**config.mk**
```make
export PLATFORM = sky130hd
export DESIGN_NAME = dcache_ctrl
export DESIGN_NICKNAME = d
export VERILOG_FILES = /design/src/rtl/dcache_ctrl.sv
export SDC_FILE = /design/constraint.sdc
export NUM_CORES = 2
export LEC_CHECK = 0
export ABC_CLOCK_PERIOD_IN_PS = 10700
export CAP_MARGIN = 20
export CORE_MARGIN = 2
export CORE_UTILIZATION = 60
export CTS_CLUSTER_DIAMETER = 200
export DETAILED_ROUTE_END_ITERATION = 10
export PLACE_DENSITY = 0.86
export SLEW_MARGIN = 15
export SYNTH_ARGS = -nofsm -noshare
export SYNTH_HDL_FRONTEND = slang
export SYNTH_SLANG_ARGS = --single-unit
export TNS_END_PERCENT = 10
```
**constraint.sdc**
```tcl
create_clock -name clk -period 10.7 [get_ports clk]
set_input_delay 2.14 -clock clk [delete_from_list [all_inputs] [get_ports clk]]
set_output_delay 2.14 -clock clk [all_outputs]
set_load 0.01 [all_outputs]
```
**src/rtl/dcache_ctrl.sv**
```systemverilog
// dcache_ctrl: direct-mapped, write-through, no-write-allocate data cache
// controller for the memory stage of the pipelined core.
// Ports:
//   clk, rst_n                  clock, synchronous active-low reset
//   cpu_re/cpu_we/cpu_addr      memory-stage load/store request
//   cpu_wdata/cpu_be            store data and byte enables
//   cpu_rdata, stall            load data and pipeline hold (combinational)
//   flush                       invalidate all lines when idle with no request
//   mem_req/mem_we/mem_addr     word-wide main-memory request (combinational)
//   mem_wdata/mem_be            memory write data and byte enables
//   mem_ready/mem_rdata         memory beat accept and read data
//   hit_count/miss_count        saturating read-hit / read-miss counters
module dcache_ctrl #(
   parameter int unsigned DATA_WIDTH     = 32,
   parameter int unsigned ADDR_WIDTH     = 32,
   parameter int unsigned SETS           = 16,
   parameter int unsigned WORDS_PER_LINE = 4
) (
   input  logic                  clk,
   input  logic                  rst_n,
   input  logic                  cpu_re,
   input  logic                  cpu_we,
   input  logic [ADDR_WIDTH-1:0] cpu_addr,
   input  logic [DATA_WIDTH-1:0] cpu_wdata,
   input  logic [3:0]            cpu_be,
   output logic [DATA_WIDTH-1:0] cpu_rdata,
   output logic                  stall,
   input  logic                  flush,
   output logic                  mem_req,
   output logic                  mem_we,
   output logic [ADDR_WIDTH-1:0] mem_addr,
   output logic [DATA_WIDTH-1:0] mem_wdata,
   output logic [3:0]            mem_be,
   input  logic                  mem_ready,
   input  logic [DATA_WIDTH-1:0] mem_rdata,
   output logic [31:0]           hit_count,
   output logic [31:0]           miss_count
);

   localparam int unsigned OB = $clog2(WORDS_PER_LINE);
   localparam int unsigned IB = $clog2(SETS);
   localparam int unsigned TW = ADDR_WIDTH - IB - OB - 2;

   localparam logic [1:0] ST_IDLE  = 2'd0;
   localparam logic [1:0] ST_FILL  = 2'd1;
   localparam logic [1:0] ST_WRITE = 2'd2;

   logic [1:0]            state_q, state_d;
   logic [OB-1:0]         beat_q, beat_d;
   logic [SETS-1:0]       valid_q;
   logic [TW-1:0]         tag_q  [SETS];
   logic [DATA_WIDTH-1:0] data_q [SETS][WORDS_PER_LINE];

   logic [OB-1:0]         req_off_c;
   logic [IB-1:0]         req_idx_c;
   logic [TW-1:0]         req_tag_c;
   logic                  line_hit_c;
   logic [DATA_WIDTH-1:0] merged_c;

   logic hit_inc_c, miss_start_c, fill_wr_c, fill_done_c, store_merge_c, flush_all_c;

   // Byte offset bits never select anything; the word is the unit of access.
   logic unused_addr_bits;
   assign unused_addr_bits = ^cpu_addr[1:0];

   // Address decode and tag compare for the current request.
   assign req_off_c  = cpu_addr[2 +: OB];
   assign req_idx_c  = cpu_addr[2 + OB +: IB];
   assign req_tag_c  = cpu_addr[ADDR_WIDTH-1 -: TW];
   assign line_hit_c = valid_q[req_idx_c] && (tag_q[req_idx_c] == req_tag_c);

   // Cached word with the enabled store bytes overlaid.
   always_comb begin
      merged_c = data_q[req_idx_c][req_off_c];
      for (int b = 0; b < 4; b++) begin
         if (cpu_be[b]) merged_c[8*b +: 8] = cpu_wdata[8*b +: 8];
      end
   end

   // Next-state and output decode; everything forced quiet while in reset.
   always_comb begin
      state_d       = state_q;
      beat_d        = beat_q;
      stall         = 1'b0;
      cpu_rdata     = '0;
      mem_req       = 1'b0;
      mem_we        = 1'b0;
      mem_addr      = '0;
      mem_wdata     = '0;
      mem_be        = '0;
      hit_inc_c     = 1'b0;
      miss_start_c  = 1'b0;
      fill_wr_c     = 1'b0;
      fill_done_c   = 1'b0;
      store_merge_c = 1'b0;
      flush_all_c   = 1'b0;
      if (rst_n) begin
         case (state_q)
            ST_IDLE: begin
               if (cpu_re) begin
                  if (line_hit_c) begin
                     cpu_rdata = data_q[req_idx_c][req_off_c];
                     hit_inc_c = 1'b1;
                  end else begin
                     stall        = 1'b1;
                     miss_start_c = 1'b1;
                     beat_d       = '0;
                     state_d      = ST_FILL;
                  end
               end else if (cpu_we) begin
                  stall   = 1'b1;
                  state_d = ST_WRITE;
               end else if (flush) begin
                  flush_all_c = 1'b1;
               end
            end
            ST_FILL: begin
               stall    = 1'b1;
               mem_req  = 1'b1;
               mem_addr = {req_tag_c, req_idx_c, beat_q, 2'b00};
               if (mem_ready) begin
                  fill_wr_c = 1'b1;
                  beat_d    = beat_q + OB'(1);
                  if (beat_q == OB'(WORDS_PER_LINE - 1)) begin
                     fill_done_c = 1'b1;
                     state_d     = ST_IDLE;
                  end
               end
            end
            ST_WRITE: begin
               mem_req   = 1'b1;
               mem_we    = 1'b1;
               mem_addr  = {cpu_addr[ADDR_WIDTH-1:2], 2'b00};
               mem_wdata = cpu_wdata;
               mem_be    = cpu_be;
               stall     = !mem_ready;
               if (mem_ready) begin
                  store_merge_c = line_hit_c;
                  state_d       = ST_IDLE;
               end
            end
            default: state_d = ST_IDLE;
         endcase
      end
   end

   // Control state, valid bits and counters.
   always_ff @(posedge clk) begin
      if (!rst_n) begin
         state_q    <= ST_IDLE;
         beat_q     <= '0;
         valid_q    <= '0;
         hit_count  <= '0;
         miss_count <= '0;
      end else begin
         state_q <= state_d;
         beat_q  <= beat_d;
         if (flush_all_c) valid_q <= '0;
         // The victim line is dropped as soon as its refill starts, so an
         // aborted fill can never leave a half-written line marked valid.
         if (miss_start_c) valid_q[req_idx_c] <= 1'b0;
         if (fill_done_c)  valid_q[req_idx_c] <= 1'b1;
         if (hit_inc_c && (hit_count != 32'hFFFF_FFFF))
            hit_count <= hit_count + 32'd1;
         if (miss_start_c && (miss_count != 32'hFFFF_FFFF))
            miss_count <= miss_count + 32'd1;
      end
   end

   // Tag and data storage; contents are qualified by valid_q.
   always_ff @(posedge clk) begin
      if (fill_done_c) tag_q[req_idx_c] <= req_tag_c;
      if (fill_wr_c)
         data_q[req_idx_c][beat_q] <= mem_rdata;
      else if (store_merge_c)
         data_q[req_idx_c][req_off_c] <= merged_c;
   end

endmodule

```
-- Yosys cells after proc, flatten, opt, wreduce, memory -nomap -nowiden
Memory sizes are Yosys's and may differ from the RTL's.
Index checks and enable logic that the tools add are counted.
W data, S select, Z words.
- register bits after elaboration: 84
- RAM bits: 2432
- input port bits: 106
- output and inout bits: 167
- logic and storage cells: 381
- memories: 2
- memory list (name ; words ; bits a word ; rd ports ; clocked after Yosys merged registers in ; wr ports ; RTL line ; RTL):
    data_q ; 16 ; 128 ; 1 ; 0 ; 1 ; 52 ; logic [DATA_WIDTH-1:0] data_q [SETS][WORDS_PER_LINE];
    tag_q ; 16 ; 24 ; 1 ; 0 ; 1 ; 51 ; logic [TW-1:0] tag_q [SETS];
- add/sub/neg operators: 3
- order comparisons: 6
- eq/ne operators: 13
- multiplexer cells: 207
- bitwise logic cells: 133
- reductions and logical operators: 12
- operators by type and width (operator ; number):
    $mux W32 ; 11
    $mux W128 ; 2
    $mux W1 ; 165
    $demux W32 S2 ; 2
    $or A1 B1 Y1 ; 128
    $mux W16 ; 5
    $add A32 B1 Y32 const B ; 2
    $bmux W32 S2 ; 1
    $ne A32 B32 Y1 const B ; 2
    $pmux W32 S2 ; 1
    $mux W8 ; 4
    $eq A24 B24 Y1 ; 1
    $mux W2 ; 9
    $and A16 B16 Y16 ; 1
    $not A16 Y16 ; 1
    $or A16 B16 Y16 ; 1
    $ne A2 B2 Y1 const B ; 5
    $mux W4 ; 2
    $ge A3 B3 Y1 const B ; 2
    $logic_and A1 B1 Y1 ; 6
    $lt A3 B1 Y1 const B ; 2
    $ne A3 B3 Y1 const B ; 2
    $not A2 Y3 ; 2
    $pmux W2 S3 ; 1
    other kinds (15) ; 16

-- Logic depth before layout (Yosys ltp)
- depth after elaboration: 12
- mapped depth: 17

-- Worst setup path after synthesis
No wires, ideal clock.
- path type: input to output
- start point: input port cpu_addr[5]
- end point: output port cpu_rdata[0]
- arrival time: 5.406 ns
- data required time: 8.560 ns
- path slack: 3.154 ns
- stages on the path: 13
- path buffers: 5
- cell sequence: buf_2 buf_4 buf_2 buf_1 mux4_2 mux4_2 xnor2_1 nor2b_1 nand3_1 or4_1 nor2_1 clkbuf_1 and2_1
- cells in the longest elaborated chain, start to end: 8
- ends and longest elaborated chain (item ; RTL line ; RTL):
    from (decl) ; 23 ; input logic [ADDR_WIDTH-1:0] cpu_addr,
    $mem_v2 Z16 W128 ; - ;
    $bmux W32 S2 ; 102 ; cpu_rdata = data_q[req_idx_c][req_off_c];
    $mux W32 (implied by the code) (2 in a row) ; 102 ;
    $mux W32 (*) ; 101 ; if (line_hit_c) begin
    $mux W32 (*) ; 100 ; if (cpu_re) begin
    $mux W32 (*) ; 98 ; case (state_q)
    $mux W32 (*) ; 97 ; if (rst_n) begin
    to (decl) ; 26 ; output logic [DATA_WIDTH-1:0] cpu_rdata,
Every way passes the cells marked *; elsewhere a longest branch is shown, timed or not. The select of a mux whose other input is x is not followed.

-- Worst setup path after layout
- start point: input port cpu_addr[4]
- end point: output port cpu_rdata[12]
Same word-level chain as after synthesis.

==> impl_metrics.env <==
export IMPL_outcome="complete, no violations"
export IMPL_synthDistinctLibCells=73
export IMPL_clockBufferDepth=3
export IMPL_yosysMostFrequentCell="edfxtp_1"
export IMPL_synthArstFlopShare_pct=0
export IMPL_cp_num_buf_inv=5
export IMPL_synth_area_per_cell_um2=21.8
export IMPL_path_clk_slew_ns=0.06
export IMPL_crit_path_end_kind="output pin"
export IMPL_place_gp_congestion=0.855
export IMPL_dieWidth_um=413
export IMPL_drive_above_1_share_pct=28.8
export IMPL_routed_wl_mm=320
export IMPL_fin_crit_sh_pct=94.3
export IMPL_critPathMostFrequentCell="buf_4"
export IMPL_drtPass1Iterations=11
export IMPL_ys_ff_latch=2516
export IMPL_netlist_instances=4606
export IMPL_vias=56700
export IMPL_ant_nets=0
export IMPL_power_mw=20.4
export IMPL_min_path_type="reg -> reg"
export IMPL_p_clk_share_pct=41.0
export IMPL_nets=5093
export IMPL_fin_crit_ns=10.09
export IMPL_fillers=9095
export IMPL_ys_warn_count=0
export IMPL_synth_largest_area_cell="edfxtp_1"
export IMPL_switchingPower_mw=4.62
export IMPL_power_frac_seq_pct=53.1
export IMPL_fmax_mhz=99.2
export IMPL_comb_power_share_pct=5.9
export IMPL_p_per_area_mw_per_mm2=179
export IMPL_max_stage_delay_ns=0.87
export IMPL_cpLargestDelayFamily="buffers and inverters"
export IMPL_drv_slew=0
export IMPL_clk_latency_ns=0.93
export IMPL_drt_iter0_drc=10600
export IMPL_cts_made_buffers=230
export IMPL_hpwlAfterDp_mm=162
export IMPL_cp_slowest_cell="nor2_4"
export IMPL_fin_skew_ns=0.116
export IMPL_ys_seq_area_share_pct=74.4
export IMPL_rsz0062_at_grt="no"
export IMPL_hold_buffers=0
export IMPL_synth_top_area_share_pct=72.7
export IMPL_required_ns=8.56
export IMPL_die_y_um=413
export IMPL_cp_max_fo=100
export IMPL_tightest_slew_ns=1.31
export IMPL_antenna_found_initial=31
export IMPL_die_area_mm2=0.171
export IMPL_setup_violations=0
export IMPL_cts_root_buffer="clkbuf_16"
export IMPL_route_detailed_drc=0
export IMPL_slew_headroom_pct=12.5
export IMPL_htreeDepth=4
export IMPL_tritoncts="yes"
export IMPL_switching_share_pct=22.7
export IMPL_multi_input_area_mm2=0.0249
export IMPL_finalHoldViolations=0
export IMPL_io_pin_count=273
export IMPL_rows=150
export IMPL_cp_cell_sequence="buf_8 -> buf_4 -> mux4_2 -> inv_1 -> o32ai_1 -> a31oi_1 -> nor2b_1 -> nand3_1 -> or4_1 -> nor2_4 -> buf_4 -> and2_1 -> clkdlybuf4s50_1"
export IMPL_cp_arrival_ns=7.95
export IMPL_peakVddDrop_mv=0.235
export IMPL_synth_commonest_cells="edfxtp_1 (2432), mux4_2 (737), clkbuf_1 (175), mux2_2 (168), mux2i_1 (111)"
export IMPL_internal_power_mw=15.7
export IMPL_grt_max_degree=132
export IMPL_cts_resized=0
export IMPL_cap_violations=0
export IMPL_p_leak_nw=35.5
export IMPL_synth_area_top_cells="edfxtp_1 (73%), mux4_2 (17%), mux2_2 (1.9%)"
export IMPL_grt_pass1_vias=56200
export IMPL_crit_path_start_kind="primary input"
export IMPL_grt_total_usage_pct=37.6
export IMPL_fin_setup_tns_ns=0
export IMPL_crit_type="in -> out"
export IMPL_synth_area_mm2=0.100
export IMPL_synth_edf_count=2432
export IMPL_wl_per_cell_um=43.2
export IMPL_port_buffers=268
export IMPL_yosys_most_used_dff="edfxtp_1"
export IMPL_initial_utilization_pct=60.2
export IMPL_post_cts_setup_buffer_count=0
export IMPL_cts_sinks=2516
export IMPL_viasPerCell=7.66
export IMPL_gr_total_overflow=0
export IMPL_area_growth_synth_to_final_pct=13.4
export IMPL_regArea_mm2=0.0747
export IMPL_grt_pass1_wl_mm=437
export IMPL_core_mm2=0.167
==> registers in the layout (all words and copies together), names as in the netlist <==
signal      flops
valid_q        16
miss_count     32
state_q         2
tag_q         384
data_q       2048
hit_count      32
beat_q          2
==> worst register-to-register path, stage by stage, from the launching register on <==
cell      delay [ns]
edfxtp_1        0.42
mux4_2          0.54
nor2b_1         0.19
o32ai_1         0.68
a31oi_1         0.22
a211o_1         0.34
or4_4           0.56
nor3_2          0.19
buf_4           0.65
nand4_1         0.20
buf_4           0.44
buf_4           0.48
a21oi_4         0.27
buf_4           0.84
==> through the flow <==
stage	instance area (µm²)	hold slack, ns	cells	util [%]	worst slack [ns]
floorplan	100000	0.471	4607	-	3.15
global placement	106000	0.465	6942	63.8	1.07
detailed placement	106000	0.471	6945	63.8	0.967
CTS	114000	0.479	7379	68.3	0.896
global route	114000	0.505	7386	68.3	0.486
finish	114000	0.479	7400	68.3	0.615
==> kinds of logic after synthesis <==
| family | synth area share [%] |
|---|---|
| AOI/OAI and AO/OA | 1.64 |
| xor gates and xnor gates | 0.209 |
| adders and majority gates | 0.125 |
| buffers and inverters | 1.37 |
| DFF | 74.4 |
| muxes | 19.6 |
| other | 0.00373 |
| and+or+nand+nor | 2.64 |
==> power by group through the flow <==
stage,clock [mW],sequential [mW],combinational (mW)
after floorplan,0,11.0,0.691
after global placement,0,11.0,1.07
after detailed placement,0,11.0,1.12
after CTS,8.28,10.8,1.16
after global routing,8.61,10.8,1.23
final,8.35,10.8,1.20
==> final timing paths <==
check                               startpoint              to  slack (ns)  cells after the start
worst max-delay path               cpu_addr[4]   cpu_rdata[12]        0.61                     13
worst min-delay path            miss_count[27]  miss_count[27]        0.48                      2
worst max register to register   tag_q[11][17]  data_q[14][17]        4.20                     13
worst min register to register  miss_count[27]  miss_count[27]        0.48                      2
==> placed cells by master (no fill, tap or decap), drive strengths merged, types with 9 or more instances in the layout <==
| cell type | synthesis | routed |
|---|---|---|
| nand3 | 50 | 50 |
| nand2 | 79 | 79 |
| nor2b | 9 | 9 |
| bufinv | 0 | 19 |
| mux2i | 111 | 111 |
| o311ai | 29 | 29 |
| nor3 | 27 | 27 |
| o22ai | 9 | 9 |
| and3 | 50 | 50 |
| clkbuf | 175 | 281 |
| nor2 | 87 | 87 |
| mux4 | 737 | 737 |
| a21oi | 47 | 47 |
| or4 | 26 | 26 |
| mux2 | 176 | 176 |
| nand4 | 27 | 27 |
| a22oi | 29 | 29 |
| nand2b | 36 | 36 |
| xnor2 | 18 | 18 |
| edfxtp | 2432 | 2432 |
| buf | 100 | 152 |
| o41ai | 13 | 13 |
| and2 | 65 | 65 |
| and4 | 10 | 10 |
| clkinvlp | 0 | 16 |
| clkinv | 1 | 111 |
| o31ai | 19 | 19 |
| ha | 10 | 10 |
| clkdlybuf4s50 | 0 | 261 |
| diode | 0 | 17 |
| o21ai | 30 | 30 |
| dfxtp | 84 | 84 |
| inv | 33 | 41 |
==> layer usage <==
metal  wire length [µm]  up-vias  GRT usage (%)
li1                   -    20300              -
met1              93700    28300           44.6
met2             150000     6310           58.1
met3              46500     1723           12.2
met4              29500       35           27.5
met5                336        -              0
==> layout make-up <==
| cell class | count | share of cell area (%) |
|---|---|---|
| diodes | 17 | 0.0373 |
| clock buffers | 281 | 5.28 |
| clock inverters | 153 | 1.24 |
| inverters | 34 | 0.112 |
| multi-input cells | 1782 | 21.9 |
| flip-flops and latches | 2516 | 65.6 |
| well taps | 2204 | 2.42 |
| repair buffers | 413 | 3.43 |
No activity file was read; power rests on OpenSTA's default activity.
